### src/rtl/gray_step_decoder_pkg.sv
// gray_pkg: shared state type, bar-code table and Gray-to-binary helper.
package gray_pkg;
  typedef enum logic {INIT, TRACK} state_t;
  localparam logic [7:0][6:0] BAR_CODE = {
    7'b1000000, 7'b0100000, 7'b0010000, 7'b0001000,
    7'b0000100, 7'b0000010, 7'b0000001, 7'b0000000
  };
  function automatic logic [2:0] gray2bin(input logic [2:0] g);
    return {g[2], g[2] ^ g[1], g[2] ^ g[1] ^ g[0]};
  endfunction
endpackage

### src/rtl/gray_step_decoder_code_to_index.sv
// code_to_index: decodes a 7-bit Gray or bar code word into an index and a legality flag.
module code_to_index
  import gray_pkg::*;
(
  input  logic [6:0] code,
  input  logic       use_gray,
  output logic [2:0] idx,
  output logic       legal
);
  always_comb begin
    idx = gray2bin(code[2:0]);
    legal = code[6:3] == 4'd0;
    if (!use_gray) begin
      idx = 3'd0;
      legal = 1'b0;
      for (int i = 0; i < 8; i++)
        if (code == BAR_CODE[i]) begin
          idx = 3'(i);
          legal = 1'b1;
        end
    end
  end
endmodule

### src/rtl/gray_step_decoder.sv
// gray_step_decoder: glitch-filtered index recovery with step tracking, position count and error flags.
module gray_step_decoder
  import gray_pkg::*;
#(
  parameter int STABLE_CNT = 2,
  parameter int POS_W = 8
) (
  input  logic             clk,
  input  logic             rst_n,
  input  logic [6:0]       CODE,
  input  logic             USE_GRAY,
  input  logic             IN_VALID,
  input  logic             CLR_ERR,
  output logic [2:0]       A,
  output logic             OUT_VALID,
  output logic             STEP_UP,
  output logic             STEP_DN,
  output logic [POS_W-1:0] POS,
  output logic             ILLEGAL,
  output logic             ERR
);
  localparam logic [3:0] SAT = 4'(STABLE_CNT);
  state_t     state, state_e;
  logic       mode, mode_chg, legal, same, accept;
  logic [2:0] d, cand, cand_e, cand_n, delta;
  logic [3:0] cnt, cnt_e, cnt_n;
  code_to_index u_dec (.code(CODE), .use_gray(USE_GRAY), .idx(d), .legal(legal));
  // A mode change restarts the filter and state before the same sample is processed.
  always_comb begin
    mode_chg = USE_GRAY != mode;
    cand_e = mode_chg ? 3'd0 : cand;
    cnt_e = mode_chg ? 4'd0 : cnt;
    state_e = mode_chg ? INIT : state;
    same = d == cand_e;
    cnt_n = !legal ? 4'd0 : !same ? 4'd1 : cnt_e == SAT ? cnt_e : cnt_e + 4'd1;
    cand_n = legal ? d : cand_e;
    accept = legal && cnt_n == SAT && !(same && cnt_e == SAT);
    delta = d - A;
  end
  always_ff @(posedge clk or negedge rst_n) begin
    if (!rst_n) begin
      state <= INIT;
      mode <= 1'b0;
      cand <= 3'd0;
      cnt <= 4'd0;
      A <= 3'd0;
      OUT_VALID <= 1'b0;
      STEP_UP <= 1'b0;
      STEP_DN <= 1'b0;
      POS <= '0;
      ILLEGAL <= 1'b0;
      ERR <= 1'b0;
    end else begin
      OUT_VALID <= 1'b0;
      STEP_UP <= 1'b0;
      STEP_DN <= 1'b0;
      ILLEGAL <= 1'b0;
      if (CLR_ERR) ERR <= 1'b0;
      if (IN_VALID) begin
        mode <= USE_GRAY;
        cand <= cand_n;
        cnt <= cnt_n;
        state <= accept ? TRACK : state_e;
        if (!legal) begin
          ILLEGAL <= 1'b1;
          ERR <= 1'b1;
        end
        if (accept && (state_e == INIT || delta != 3'd0)) begin
          A <= d;
          OUT_VALID <= 1'b1;
          if (state_e == TRACK) begin
            if (delta == 3'd1) begin
              STEP_UP <= 1'b1;
              POS <= POS + POS_W'(1);
            end else if (delta == 3'd7) begin
              STEP_DN <= 1'b1;
              POS <= POS - POS_W'(1);
            end else ERR <= 1'b1;
          end
        end
      end
    end
  end
endmodule

### config.mk
export PLATFORM = sky130hd
export DESIGN_NAME = gray_step_decoder
export DESIGN_NICKNAME = d
export VERILOG_FILES = /design/src/rtl/gray_step_decoder_pkg.sv /design/src/rtl/gray_step_decoder_code_to_index.sv /design/src/rtl/gray_step_decoder.sv
export SDC_FILE = /design/constraint.sdc
export NUM_CORES = 1
export LEC_CHECK = 0
export ABC_AREA = 0
export CORE_ASPECT_RATIO = 0.8
export CORE_MARGIN = 4
export CORE_UTILIZATION = 35
export CTS_CLUSTER_DIAMETER = 40
export DETAILED_ROUTE_END_ITERATION = 8
export HOLD_SLACK_MARGIN = 0.15
export MAX_ROUTING_LAYER = met4
export PLACE_DENSITY = 0.64
export SETUP_SLACK_MARGIN = 0.1
export SLEW_MARGIN = 20
export SYNTH_ARGS = -nofsm -noshare
export SYNTH_HDL_FRONTEND = slang
export SYNTH_HIERARCHICAL = 1
export SYNTH_SLANG_ARGS = --single-unit
### constraint.sdc
create_clock -name clk -period 3.25 [get_ports clk]
set_input_delay 0.8125 -clock clk [delete_from_list [all_inputs] [get_ports clk]]
set_output_delay 0.8125 -clock clk [all_outputs]
set_load 0.005 [all_outputs]
# Yosys cells after proc, flatten, opt, wreduce, memory -nomap -nowiden
# Index checks and enable logic that the tools add are counted.
# op_classes
n_shift	0
addsub	4
magnitude_cmp	0
bitwise_logic	3
n_eq_ne	13
n_reduce_logical	12
n_mul	0
muxes	47
n_div	0
# ops
cell	count
1-bit two-way mux	32
3-bit two-way mux	7
4-bit two-way mux	4
8-bit two-way mux	2
8-bit by 1-bit adder with 8-bit output (second input constant)	1
4-bit by 2-bit equality test with 1-bit output (second input constant)	2
8-bit by 1-bit subtractor with 8-bit output (second input constant)	1
7-bit by 1-bit equality test with 1-bit output (second input constant)	1
7-bit by 2-bit equality test with 1-bit output (second input constant)	1
7-bit by 3-bit equality test with 1-bit output (second input constant)	1
7-bit by 4-bit equality test with 1-bit output (second input constant)	1
7-bit by 5-bit equality test with 1-bit output (second input constant)	1
7-bit by 6-bit equality test with 1-bit output (second input constant)	1
7-bit equality test (second input constant)	1
7-bit logical NOT	1
4-bit by 1-bit adder with 4-bit output (second input constant)	1
1-bit logical AND	4
4-bit logical NOT	1
2-bit two-way mux	2
4-bit AND reduction	1
3-bit by 1-bit equality test with 1-bit output (second input constant)	1
3-bit equality test	1
3-bit equality test (second input constant)	1
3-bit nonzero test	1
8 further kinds	9
# word_totals
n_memories	0
romBits	0
output_inout_bits	16
ramBits	0
input_bits	12
latch_bits	0
elab_cells	90
regBits	25

# Depth between registers and ports, before layout
# Gate-level depths: netlist of the first run.
# logic_depth
depth_word	18
ltp_mapped	16
depth_no_buf	15

# Modules after synthesis
# The synthesis of the first run kept the hierarchy.
# modules_own_cells
mod	area_each_um2	n_inst	cells_each
gray_step_decoder	1521.5	1	138
code_to_index	229.0	1	34

# Worst setup path before layout of the first run
# Ideal clock, no wire load.
# synth_path
path_kind	input-to-reg
from	input port CODE[0]
to	register POS[6]
cell_stages	15
path_buffers	1
arrival_time_ns	3.919
setup_ns	0.125
path_slack_ns	-0.794
path_cell_list	buf_4 > xnor2_1 > mux2_2 > o21ai_1 > inv_1 > ha_1 > fa_1 > nor2b_1 > nand2_1 > ha_1 > nor2b_1 > o21a_1 > o2111ai_1 > o211ai_1 > mux2_2
# synth_between
elab_chain_cells	17
elab_cells_between_ends	43
# synth_lines
item	line	text
from (decl)	gray_step_decoder.sv:10	input logic [6:0] CODE,
7-bit by 1-bit equality test with 1-bit output	gray_step_decoder_code_to_index.sv:17	if (code == BAR_CODE[i]) begin
1-bit two-way mux	gray_step_decoder_code_to_index.sv:17	
2-bit two-way mux (2 in a row)	gray_step_decoder_code_to_index.sv:17	
3-bit two-way mux (4 in a row)	gray_step_decoder_code_to_index.sv:17	
3-bit two-way mux *	gray_step_decoder_code_to_index.sv:13	if (!use_gray) begin
named net d[0]	gray_step_decoder.sv:25	logic [2:0] d, cand, cand_e, cand_n, delta;
3-bit equality test	gray_step_decoder.sv:34	same = d == cand_e;
4-bit two-way mux (2 in a row)	gray_step_decoder.sv:35	cnt_n = !legal ? 4'd0 : !same ? 4'd1 : cnt_e == SAT ? cnt_e : cnt_e + 4'd1;
4-bit by 2-bit equality test with 1-bit output	gray_step_decoder.sv:37	accept = legal && cnt_n == SAT && !(same && cnt_e == SAT);
1-bit logical AND (2 in a row)	gray_step_decoder.sv:37	
1-bit logical AND	gray_step_decoder.sv:68	if (accept && (state_e == INIT || delta != 3'd0)) begin
4-bit AND reduction (no line)	-	
to (signal assigned)	gray_step_decoder.sv:74	POS <= POS + POS_W'(1);
to (signal assigned)	gray_step_decoder.sv:77	POS <= POS - POS_W'(1);
to (decl)	gray_step_decoder.sv:18	output logic [POS_W-1:0] POS,
# Mark *: on every way through the listed nets, which the timed path passes. The rest lies on a longest branch.
# A chain may end at the register's enable or synchronous reset.

# Worst setup path in the final report of the first run
# layout_path
from	input port CODE[3]
to	register POS[6]
# layout_between
elab_chain_cells	17
elab_cells_between_ends	43
# layout_lines
item	line
7-bit by 1-bit equality test with 1-bit output	gray_step_decoder_code_to_index.sv:17
1-bit two-way mux	gray_step_decoder_code_to_index.sv:17
2-bit two-way mux (2 in a row)	gray_step_decoder_code_to_index.sv:17
3-bit two-way mux (3 in a row)	gray_step_decoder_code_to_index.sv:17
3-bit two-way mux *	gray_step_decoder_code_to_index.sv:17
3-bit two-way mux *	gray_step_decoder_code_to_index.sv:13
named net d[0]	gray_step_decoder.sv:25
3-bit equality test	gray_step_decoder.sv:34
4-bit two-way mux (2 in a row)	gray_step_decoder.sv:35
4-bit by 2-bit equality test with 1-bit output	gray_step_decoder.sv:37
1-bit logical AND (2 in a row)	gray_step_decoder.sv:37
1-bit logical AND	gray_step_decoder.sv:68
4-bit AND reduction (no line)	-
# Marked as above.

==> impl_metrics.prom, run 1 <==
# TYPE chip_impl_metric gauge
chip_impl_info{name="status",value="finished with violations"} 1
chip_impl_info{name="violations",value="setup timing"} 1
chip_impl_metric{name="worst_ep_arrival_time",unit="ns"} 3.84
chip_impl_metric{name="critical_path_buf_inv_count",unit=""} 3
chip_impl_metric{name="post-place-ws",unit="ns"} -1.117
chip_impl_metric{name="finalSetupViolations",unit=""} 6
chip_impl_metric{name="power_switching_share",unit=""} 0.3061
chip_impl_metric{name="antenna_found_initial",unit=""} 0
chip_impl_metric{name="buffer_ports.inserted",unit=""} 27
chip_impl_metric{name="boundaryPins",unit=""} 28
chip_impl_metric{name="area_growth",unit="%"} 52.54
chip_impl_info{name="cp_slowest_cell",value="sky130_fd_sc_hd__or4_4"} 1
chip_impl_metric{name="synthDistinctLibCells",unit=""} 52
chip_impl_metric{name="drt-pass1-iter-count",unit=""} 4
chip_impl_metric{name="core_area",unit="mm2"} 0.004707
chip_impl_metric{name="static-leakage-power",unit="nW"} 1.202
chip_impl_metric{name="cts_inserted_buffers",unit=""} 3
chip_impl_metric{name="grt_first_pass_wirelength",unit="mm"} 7.279
chip_impl_metric{name="vias_per_cell",unit=""} 4.977
chip_impl_info{name="crit_path_capture_type",value="flop"} 1
chip_impl_metric{name="global_route.usage.total",unit=""} 0.1497
chip_impl_metric{name="yosysTopAreaCellShare",unit=""} 0.3574
chip_impl_metric{name="antenna_diode_count",unit=""} 0
chip_impl_metric{name="finalHoldViolations",unit=""} 0
chip_impl_metric{name="max_slew.worst_pin.slew",unit="ns"} 0.7248
chip_impl_metric{name="max_freq",unit="MHz"} 272.0
chip_impl_metric{name="setup-tns-final",unit="ns"} -1.713
chip_impl_metric{name="placedCellCount",unit=""} 290
chip_impl_metric{name="final.setup.worst_slack",unit="ns"} -0.4265
chip_impl_info{name="rsz_0062_raised_after_global_routing",value="true"} 1
chip_impl_info{name="startpoint_type",value="input port"} 1
chip_impl_info{name="worstPathCellList",value="buf_8 > or4_4 > o21ai_4 > inv_2 > ha_4 > fa_2 > nor2b_4 > nand2_4 > ha_4 > inv_1 > and3_4 > a211oi_2 > o211ai_1 > mux2_4"} 1
chip_impl_info{name="cpLargestDelayFamily",value="simple AND/OR/NAND/NOR gates"} 1
chip_impl_metric{name="initial_core_util",unit=""} 0.3719
chip_impl_metric{name="first_iter_violations",unit=""} 48
chip_impl_metric{name="timing.hold.ws",unit="ns"} 0.4761
chip_impl_metric{name="total_wire_length",unit="mm"} 4.327
chip_impl_metric{name="grt_start_max_net_pins",unit=""} 26
chip_impl_metric{name="placement_rows",unit=""} 22
chip_impl_metric{name="netlist_area",unit="mm2"} 0.001750
chip_impl_metric{name="postSynthNetCount",unit=""} 193
chip_impl_metric{name="p_clk_frac",unit=""} 0.254
chip_impl_metric{name="layout.cells.non_filler",unit=""} 304
chip_impl_metric{name="maxCapViolCount",unit=""} 0
chip_impl_metric{name="synth_warnings",unit=""} 6
chip_impl_metric{name="num_vias",unit=""} 1513
chip_impl_metric{name="slew-limit-headroom",unit=""} 0.5107
chip_impl_metric{name="hpwl",unit="mm"} 3.058
chip_impl_metric{name="layout.filler_cells",unit=""} 393
chip_impl_info{name="synth_most_common_cell",value="sky130_fd_sc_hd__dfrtp_1"} 1
chip_impl_metric{name="seqPwrFrac",unit=""} 0.423
chip_impl_info{name="post_synth_main_area_contributors",value="sky130_fd_sc_hd__dfrtp_1, sky130_fd_sc_hd__ha_1, sky130_fd_sc_hd__o21ai_0"} 1
chip_impl_metric{name="globalRouteOverflowTotal",unit=""} 0
chip_impl_metric{name="pwr_density_cell",unit="mW/mm2"} 284.3
chip_impl_info{name="clk_root_buffer_cell",value="sky130_fd_sc_hd__clkbuf_8"} 1
chip_impl_metric{name="htreeDepth",unit=""} 1
chip_impl_metric{name="synth-edff-count",unit=""} 0
chip_impl_metric{name="max-vdd-ir-drop",unit="V"} 0.0001342
chip_impl_metric{name="intPower",unit="W"} 0.0005266
chip_impl_metric{name="synth-seq-cells",unit=""} 25
chip_impl_metric{name="gp_congestion",unit=""} 0.8768
chip_impl_info{name="synth.cells.most_frequent",value="sky130_fd_sc_hd__dfrtp_1, sky130_fd_sc_hd__o21ai_0, sky130_fd_sc_hd__inv_1, sky130_fd_sc_hd__nor2_1, sky130_fd_sc_hd__nand2_1"} 1
chip_impl_metric{name="nNetsFinal",unit=""} 266
chip_impl_metric{name="asyncSetResetFlopFracSynth",unit=""} 1.000
chip_impl_metric{name="timing.final.max_slew_violations",unit=""} 0
chip_impl_metric{name="timing.critical_path.fanout_max",unit=""} 5
chip_impl_metric{name="final_layout_size_suffix_gt1_frac",unit=""} 0.4467
chip_impl_metric{name="net-switching-power",unit="W"} 0.0002324
chip_impl_metric{name="period_needed",unit="ns"} 3.677
chip_impl_metric{name="worstSkewPairLatency",unit="ns"} 0.28
chip_impl_metric{name="avgRoutedWirePerCell",unit="um"} 14.23
chip_impl_metric{name="crit_required",unit="ns"} 3.42
chip_impl_metric{name="die_width",unit="um"} 87.07
chip_impl_metric{name="remaining_drc_errors",unit=""} 0
chip_impl_metric{name="die_area",unit="mm2"} 0.006204
chip_impl_metric{name="clock-skew-final",unit="ns"} 0.004654
chip_impl_metric{name="max-clock-path-buffers",unit=""} 2
chip_impl_metric{name="die_y",unit="um"} 71.26
chip_impl_info{name="netlist.top_cell.by_area",value="sky130_fd_sc_hd__dfrtp_1"} 1
chip_impl_metric{name="clkSinkCount",unit=""} 25
chip_impl_metric{name="syn-mean-instance-area",unit="um2"} 10.18
chip_impl_metric{name="layout_worst_path_cycle_share",unit=""} 1.131
chip_impl_info{name="timing.critical_path.mode_cell",value="sky130_fd_sc_hd__ha_4"} 1
chip_impl_metric{name="comb_power_share",unit=""} 0.323
chip_impl_metric{name="route.antenna.remaining_nets",unit=""} 0
chip_impl_metric{name="first_global_vias",unit=""} 1516
chip_impl_info{name="synth_ff_type",value="sky130_fd_sc_hd__dfrtp_1"} 1
chip_impl_info{name="min-delay-path-class",value="reg -> reg"} 1
chip_impl_metric{name="max_stage_delay",unit="ns"} 0.54
chip_impl_metric{name="ys_seq_area_frac",unit=""} 0.3574
chip_impl_metric{name="clkSlewWorstSetupHoldPaths",unit="ns"} 0.09
chip_impl_info{name="crit_type",value="in -> reg"} 1
chip_impl_info{name="cts_tree",value="built"} 1
chip_impl_metric{name="syn-instance-count",unit=""} 172
## placed cells by master (no fill, tap or decap), types with 3 or more instances in the layout
master                            Yosys  layout
sky130_fd_sc_hd__o21a_1               3       3
sky130_fd_sc_hd__a21oi_1              6       4
sky130_fd_sc_hd__nand3_1              4       4
sky130_fd_sc_hd__ha_4                 0       5
sky130_fd_sc_hd__a21o_1               3       3
sky130_fd_sc_hd__nand2_1             10       9
sky130_fd_sc_hd__xor2_1               7       6
sky130_fd_sc_hd__a211oi_2             0       3
sky130_fd_sc_hd__inv_1               11       8
sky130_fd_sc_hd__o21ai_0             13       8
sky130_fd_sc_hd__xnor2_1              5       4
sky130_fd_sc_hd__buf_6                2       4
sky130_fd_sc_hd__o21ai_1              1       5
sky130_fd_sc_hd__dfrtp_1             25      25
sky130_fd_sc_hd__nor3_1               6       4
sky130_fd_sc_hd__buf_2                0       6
sky130_fd_sc_hd__clkdlybuf4s50_1      0      19
sky130_fd_sc_hd__inv_2                0       3
sky130_fd_sc_hd__mux2_4               4       5
sky130_fd_sc_hd__clkbuf_8             0       3
sky130_fd_sc_hd__nor2_1              11      11
sky130_fd_sc_hd__nor3_2               1       3
sky130_fd_sc_hd__buf_4                1      41
sky130_fd_sc_hd__mux2_2               5       4
## flip-flops by register name, indices dropped and copies added, names as in the netlist, 3 cells and up
register,flops
A,3
cand,3
cnt,4
POS,8
## metal layers
metal,global-route usage,routed length [um],up-vias
met4,0.03460,32,0
li1,-,-,772
met1,0.2095,2208,719
met3,0.03103,130,4
met5,-,0,-
met2,0.2224,1955,18
## what timing repair did
action                     4_1_cts  5_1_grt
buffers inserted                 5        4
resized for setup               55       18
cloned                           1        0
setup endpoints to repair       19       12
pin swaps                       12       11
hold buffers                     0        0
## area by class of cell
cell class	instances	area (um2)	share of cell area
timing repair buffer	71	588.1	0.2202
tap	60	75.07	0.02812
clock inverter	1	5.005	0.001874
multi-input combinational	133	1294	0.4845
inverter	11	41.29	0.01546
sequential	25	625.6	0.2343
clock buffer	3	41.29	0.01546
## logic make-up after synthesis
group                    synth area share
buffers and inverters             0.04289
AND/OR/NAND/NOR                    0.2087
adder cells (fa/ha/maj)           0.07291
flip-flops                         0.3574
multiplexers                      0.07219
XOR/XNOR                          0.08220
AO/OA/AOI/OAI                      0.1637
## power groups by stage
stage	clock network (W)	registers (W)	logic, W
global route	0.000211	0.000322	0.000269
CTS	0.000197	0.000321	0.000226
detailed placement	0	0.000327	0.000205
floorplan	0	0.000327	0.000127
finish	0.000193	0.000321	0.000245
global placement	0	0.000327	0.000203
## through the flow
stage | total power, W | utilization | instance area [um2]
after detailed placement | 0.0005323 | 0.5117 | 2409
after global placement | 0.0005301 | 0.5117 | 2409
after floorplan | 0.0004538 | - | 1834
final | 0.0007590 | 0.5673 | 2670
after CTS | 0.0007439 | 0.5449 | 2565
after global routing | 0.0008026 | 0.5673 | 2670
## path summary, 6_finish.rpt
kind / startpoint / end / slack, ns / depth (start not counted)
worst max-delay path: CODE[3] / POS[6] / -0.43 / 14
worst min-delay path: POS[7] / POS[7] / 0.48 / 1
worst max register to register: A[0] / POS[6] / 0.52 / 10
worst min register to register: POS[7] / POS[7] / 0.48 / 1
max in group asynchronous: rst_n / POS[7] / 2.11 / 2
min in group asynchronous: rst_n / POS[3] / 0.90 / 2
(Power assumes the default switching activity.)
==> inputs of run 2 (changes only) <==
--- a/config.mk
+++ b/config.mk
@@ -9,8 +9,10 @@
 export CORE_ASPECT_RATIO = 0.8
 export CORE_MARGIN = 4
 export CORE_UTILIZATION = 35
+export CTS_BUF_LIST = sky130_fd_sc_hd__clkbuf_4 sky130_fd_sc_hd__clkbuf_8
 export CTS_CLUSTER_DIAMETER = 40
 export DETAILED_ROUTE_END_ITERATION = 8
+export GPL_TIMING_DRIVEN = 1
 export HOLD_SLACK_MARGIN = 0.15
 export MAX_ROUTING_LAYER = met4
 export PLACE_DENSITY = 0.64
==> results of run 2 <==
Same layout as run 1: the final DEF is identical, and so are final timing and power.
==> inputs of run 3 (changes only) <==
--- a/config.mk
+++ b/config.mk
@@ -14,8 +14,7 @@
 export DETAILED_ROUTE_END_ITERATION = 8
 export GPL_TIMING_DRIVEN = 1
 export HOLD_SLACK_MARGIN = 0.15
-export MAX_ROUTING_LAYER = met4
-export PLACE_DENSITY = 0.64
+export PLACE_DENSITY = 0.68
 export SETUP_SLACK_MARGIN = 0.1
 export SLEW_MARGIN = 20
 export SYNTH_ARGS = -nofsm -noshare
==> run 3 against run 2 <==
Final cell count unchanged. Sequential share of layout area shrank 0.066 points. The run still ends with setup timing left. Hold slack worse by 0.0079 ns. Clock power is 3% higher. Wire length is 0.12% higher. Via count grew 2.4%. Global-route usage fell by 0.53 points. First-iteration DRC count is 23% higher. Sequential power about the same. Highest routed layer unchanged. Largest power group unchanged.
==> impl_metrics.prom, run 3 (same netlist as run 1, synthesis figures left out) <==
# TYPE chip_impl_metric gauge
chip_impl_info{name="crit_type",value="in -> reg"} 1
chip_impl_info{name="crit_path_capture_type",value="flop"} 1
chip_impl_metric{name="cts_inserted_buffers",unit=""} 3
chip_impl_metric{name="grt_first_pass_wirelength",unit="mm"} 7.210
chip_impl_metric{name="grt_start_max_net_pins",unit=""} 26
chip_impl_metric{name="clkSlewWorstSetupHoldPaths",unit="ns"} 0.10
chip_impl_metric{name="critical_path_depth",unit=""} 15
chip_impl_metric{name="layout.cells.non_filler",unit=""} 304
chip_impl_metric{name="worst-r2r-cell-count",unit=""} 11
chip_impl_metric{name="num_vias",unit=""} 1550
chip_impl_metric{name="drt-pass1-iter-count",unit=""} 4
chip_impl_metric{name="max_freq",unit="MHz"} 270.4
chip_impl_metric{name="critical_path_buf_inv_count",unit=""} 3
chip_impl_info{name="clk_root_buffer_cell",value="sky130_fd_sc_hd__clkbuf_8"} 1
chip_impl_metric{name="layout_worst_path_cycle_share",unit=""} 1.138
chip_impl_info{name="final_common_cell",value="sky130_fd_sc_hd__buf_4"} 1
chip_impl_metric{name="global_route.usage.total",unit=""} 0.1444
chip_impl_metric{name="gp_congestion",unit=""} 0.8795
chip_impl_metric{name="clkSinkCount",unit=""} 25
chip_impl_metric{name="final.setup.worst_slack",unit="ns"} -0.4477
chip_impl_info{name="status",value="finished with violations"} 1
chip_impl_metric{name="boundaryPins",unit=""} 28
chip_impl_metric{name="setup-tns-final",unit="ns"} -2.158
chip_impl_metric{name="max-clock-path-buffers",unit=""} 2
chip_impl_metric{name="buffer_ports.inserted",unit=""} 27
chip_impl_metric{name="worst_hold_path_depth",unit=""} 1
chip_impl_metric{name="total_wire_length",unit="mm"} 4.332
chip_impl_metric{name="avgRoutedWirePerCell",unit="um"} 14.25
chip_impl_metric{name="core_area",unit="mm2"} 0.004707
chip_impl_metric{name="area_growth",unit="%"} 52.97
chip_impl_metric{name="die_y",unit="um"} 71.26
chip_impl_metric{name="crit_required",unit="ns"} 3.43
chip_impl_info{name="rsz_0062_raised_after_global_routing",value="true"} 1
chip_impl_info{name="layout_top_registers",value="POS x8, cnt x4"} 1
chip_impl_metric{name="timing.final.max_slew_violations",unit=""} 0
chip_impl_metric{name="antenna_found_initial",unit=""} 0
chip_impl_info{name="cpLargestDelayFamily",value="adder cells"} 1
chip_impl_info{name="cts_tree",value="built"} 1
chip_impl_metric{name="largest_register_ff_count",unit=""} 8
chip_impl_metric{name="pwr_density_cell",unit="mW/mm2"} 288.3
chip_impl_metric{name="slew-limit-headroom",unit=""} 0.6009
chip_impl_metric{name="max_slew.worst_pin.slew",unit="ns"} 0.5911
chip_impl_metric{name="final_layout_size_suffix_gt1_frac",unit=""} 0.4385
chip_impl_metric{name="first_global_vias",unit=""} 1496
chip_impl_metric{name="nNetsFinal",unit=""} 266
chip_impl_info{name="worstPathCellList",value="buf_8 > or4_4 > o21ai_4 > inv_2 > ha_4 > fa_2 > nor2b_4 > nand2_4 > buf_12 > ha_4 > nor2b_1 > o21a_1 > o21a_1 > o211ai_1 > mux2_4"} 1
chip_impl_metric{name="route.antenna.remaining_nets",unit=""} 0
chip_impl_info{name="startpoint_type",value="input port"} 1
chip_impl_metric{name="static-leakage-power",unit="nW"} 1.195
chip_impl_metric{name="globalRouteOverflowTotal",unit=""} 0
chip_impl_metric{name="finalHoldViolations",unit=""} 0
chip_impl_info{name="violations",value="setup timing"} 1
chip_impl_metric{name="hpwl",unit="mm"} 3.004
chip_impl_metric{name="postCtsHoldBufs",unit=""} 0
chip_impl_metric{name="die_area",unit="mm2"} 0.006204
chip_impl_info{name="min-delay-path-class",value="reg -> reg"} 1
chip_impl_metric{name="final_util",unit=""} 0.5688
chip_impl_metric{name="htreeDepth",unit=""} 1
chip_impl_info{name="cp_slowest_cell",value="sky130_fd_sc_hd__or4_4"} 1
chip_impl_metric{name="antenna_diode_count",unit=""} 0
chip_impl_metric{name="remaining_drc_errors",unit=""} 0
chip_impl_metric{name="maxCapViolCount",unit=""} 0
chip_impl_metric{name="placement_rows",unit=""} 22
chip_impl_metric{name="vias_per_cell",unit=""} 5.099
chip_impl_metric{name="max-vdd-ir-drop",unit="V"} 0.0001653
chip_impl_metric{name="initial_core_util",unit=""} 0.3719
chip_impl_metric{name="worstSkewPairLatency",unit="ns"} 0.28
chip_impl_info{name="regMostFlops",value="POS"} 1
chip_impl_metric{name="first_iter_violations",unit=""} 59
chip_impl_metric{name="die_width",unit="um"} 87.07
chip_impl_metric{name="finalSetupViolations",unit=""} 11
chip_impl_metric{name="placedCellCount",unit=""} 287
chip_impl_metric{name="max_stage_delay",unit="ns"} 0.53
chip_impl_metric{name="worst_ep_arrival_time",unit="ns"} 3.87
chip_impl_metric{name="timing.critical_path.fanout_max",unit=""} 5
chip_impl_metric{name="timing.hold.ws",unit="ns"} 0.4682
chip_impl_metric{name="clock-skew-final",unit="ns"} 0.003596
chip_impl_metric{name="period_needed",unit="ns"} 3.698
chip_impl_info{name="layout.cells.most_common_list",value="sky130_fd_sc_hd__buf_4, sky130_fd_sc_hd__dfrtp_1, sky130_fd_sc_hd__clkdlybuf4s50_1"} 1
run 3: metrics by stage:
| step | setup slack (ns) | cell area [um2] | total power (W) |
|---|---|---|---|
| floorplan | -0.5683 | 1834 | 0.0004538 |
| detailed placement | -1.191 | 2386 | 0.0005329 |
| finish | -0.4477 | 2678 | 0.0007720 |
| CTS | -0.4582 | 2618 | 0.0007635 |
| global route | -0.5584 | 2678 | 0.0008097 |
| global placement | -1.088 | 2386 | 0.0005289 |
run 3: final timing paths:
kind / startpoint / end / slack, ns
hold / removal: POS[7] / POS[7] / 0.47
setup / recovery: USE_GRAY / POS[6] / -0.45
hold reg to reg: POS[7] / POS[7] / 0.47
min in group asynchronous: rst_n / OUT_VALID / 0.90
max in group asynchronous: rst_n / POS[4] / 2.10
setup reg to reg: A[0] / POS[6] / 0.47
run 3: worst register-to-register path: cells and delay by family, from the launching register on:
family / cells / cell delay [ns]
mux: 1 / 0.27
buf+inv: 1 / 0.14
simple gates: 3 / 0.38
compound gates: 3 / 0.48
fa+ha+maj: 3 / 0.98
flops: 1 / 0.44
run 3: per-layer routing:
metal / global-route usage / routed length, um / vias up
li1: - / - / 772
met1: 0.2154 / 2193 / 746
met2: 0.2174 / 1911 / 27
met3: 0.02874 / 188 / 5
met4: 0.02768 / 38 / 0
met5: 0 / 0 / -
run 3: power by group:
| part | switching (W) | internal [W] |
|---|---|---|
| Sequential | 0.00000429 | 0.000316 |
| Combinational | 0.000123 | 0.000130 |
| Clock | 0.000111 | 0.0000873 |
run 3: timing repair:
item / 4_1_cts / 5_1_grt
setup buffers: 10 / 3
setup endpoints to repair: 19 / 11
pin swaps: 24 / 6
resized for setup: 62 / 11
run 3: area by class of cell:
class	instances	area, um2
inverter	11	41.29
sequential	25	625.6
clock inverter	1	7.507
multi-input combinational	132	1282
clock buffer	3	41.29
tap	60	75.07
fill	404	2029
timing repair buffer	72	604.3
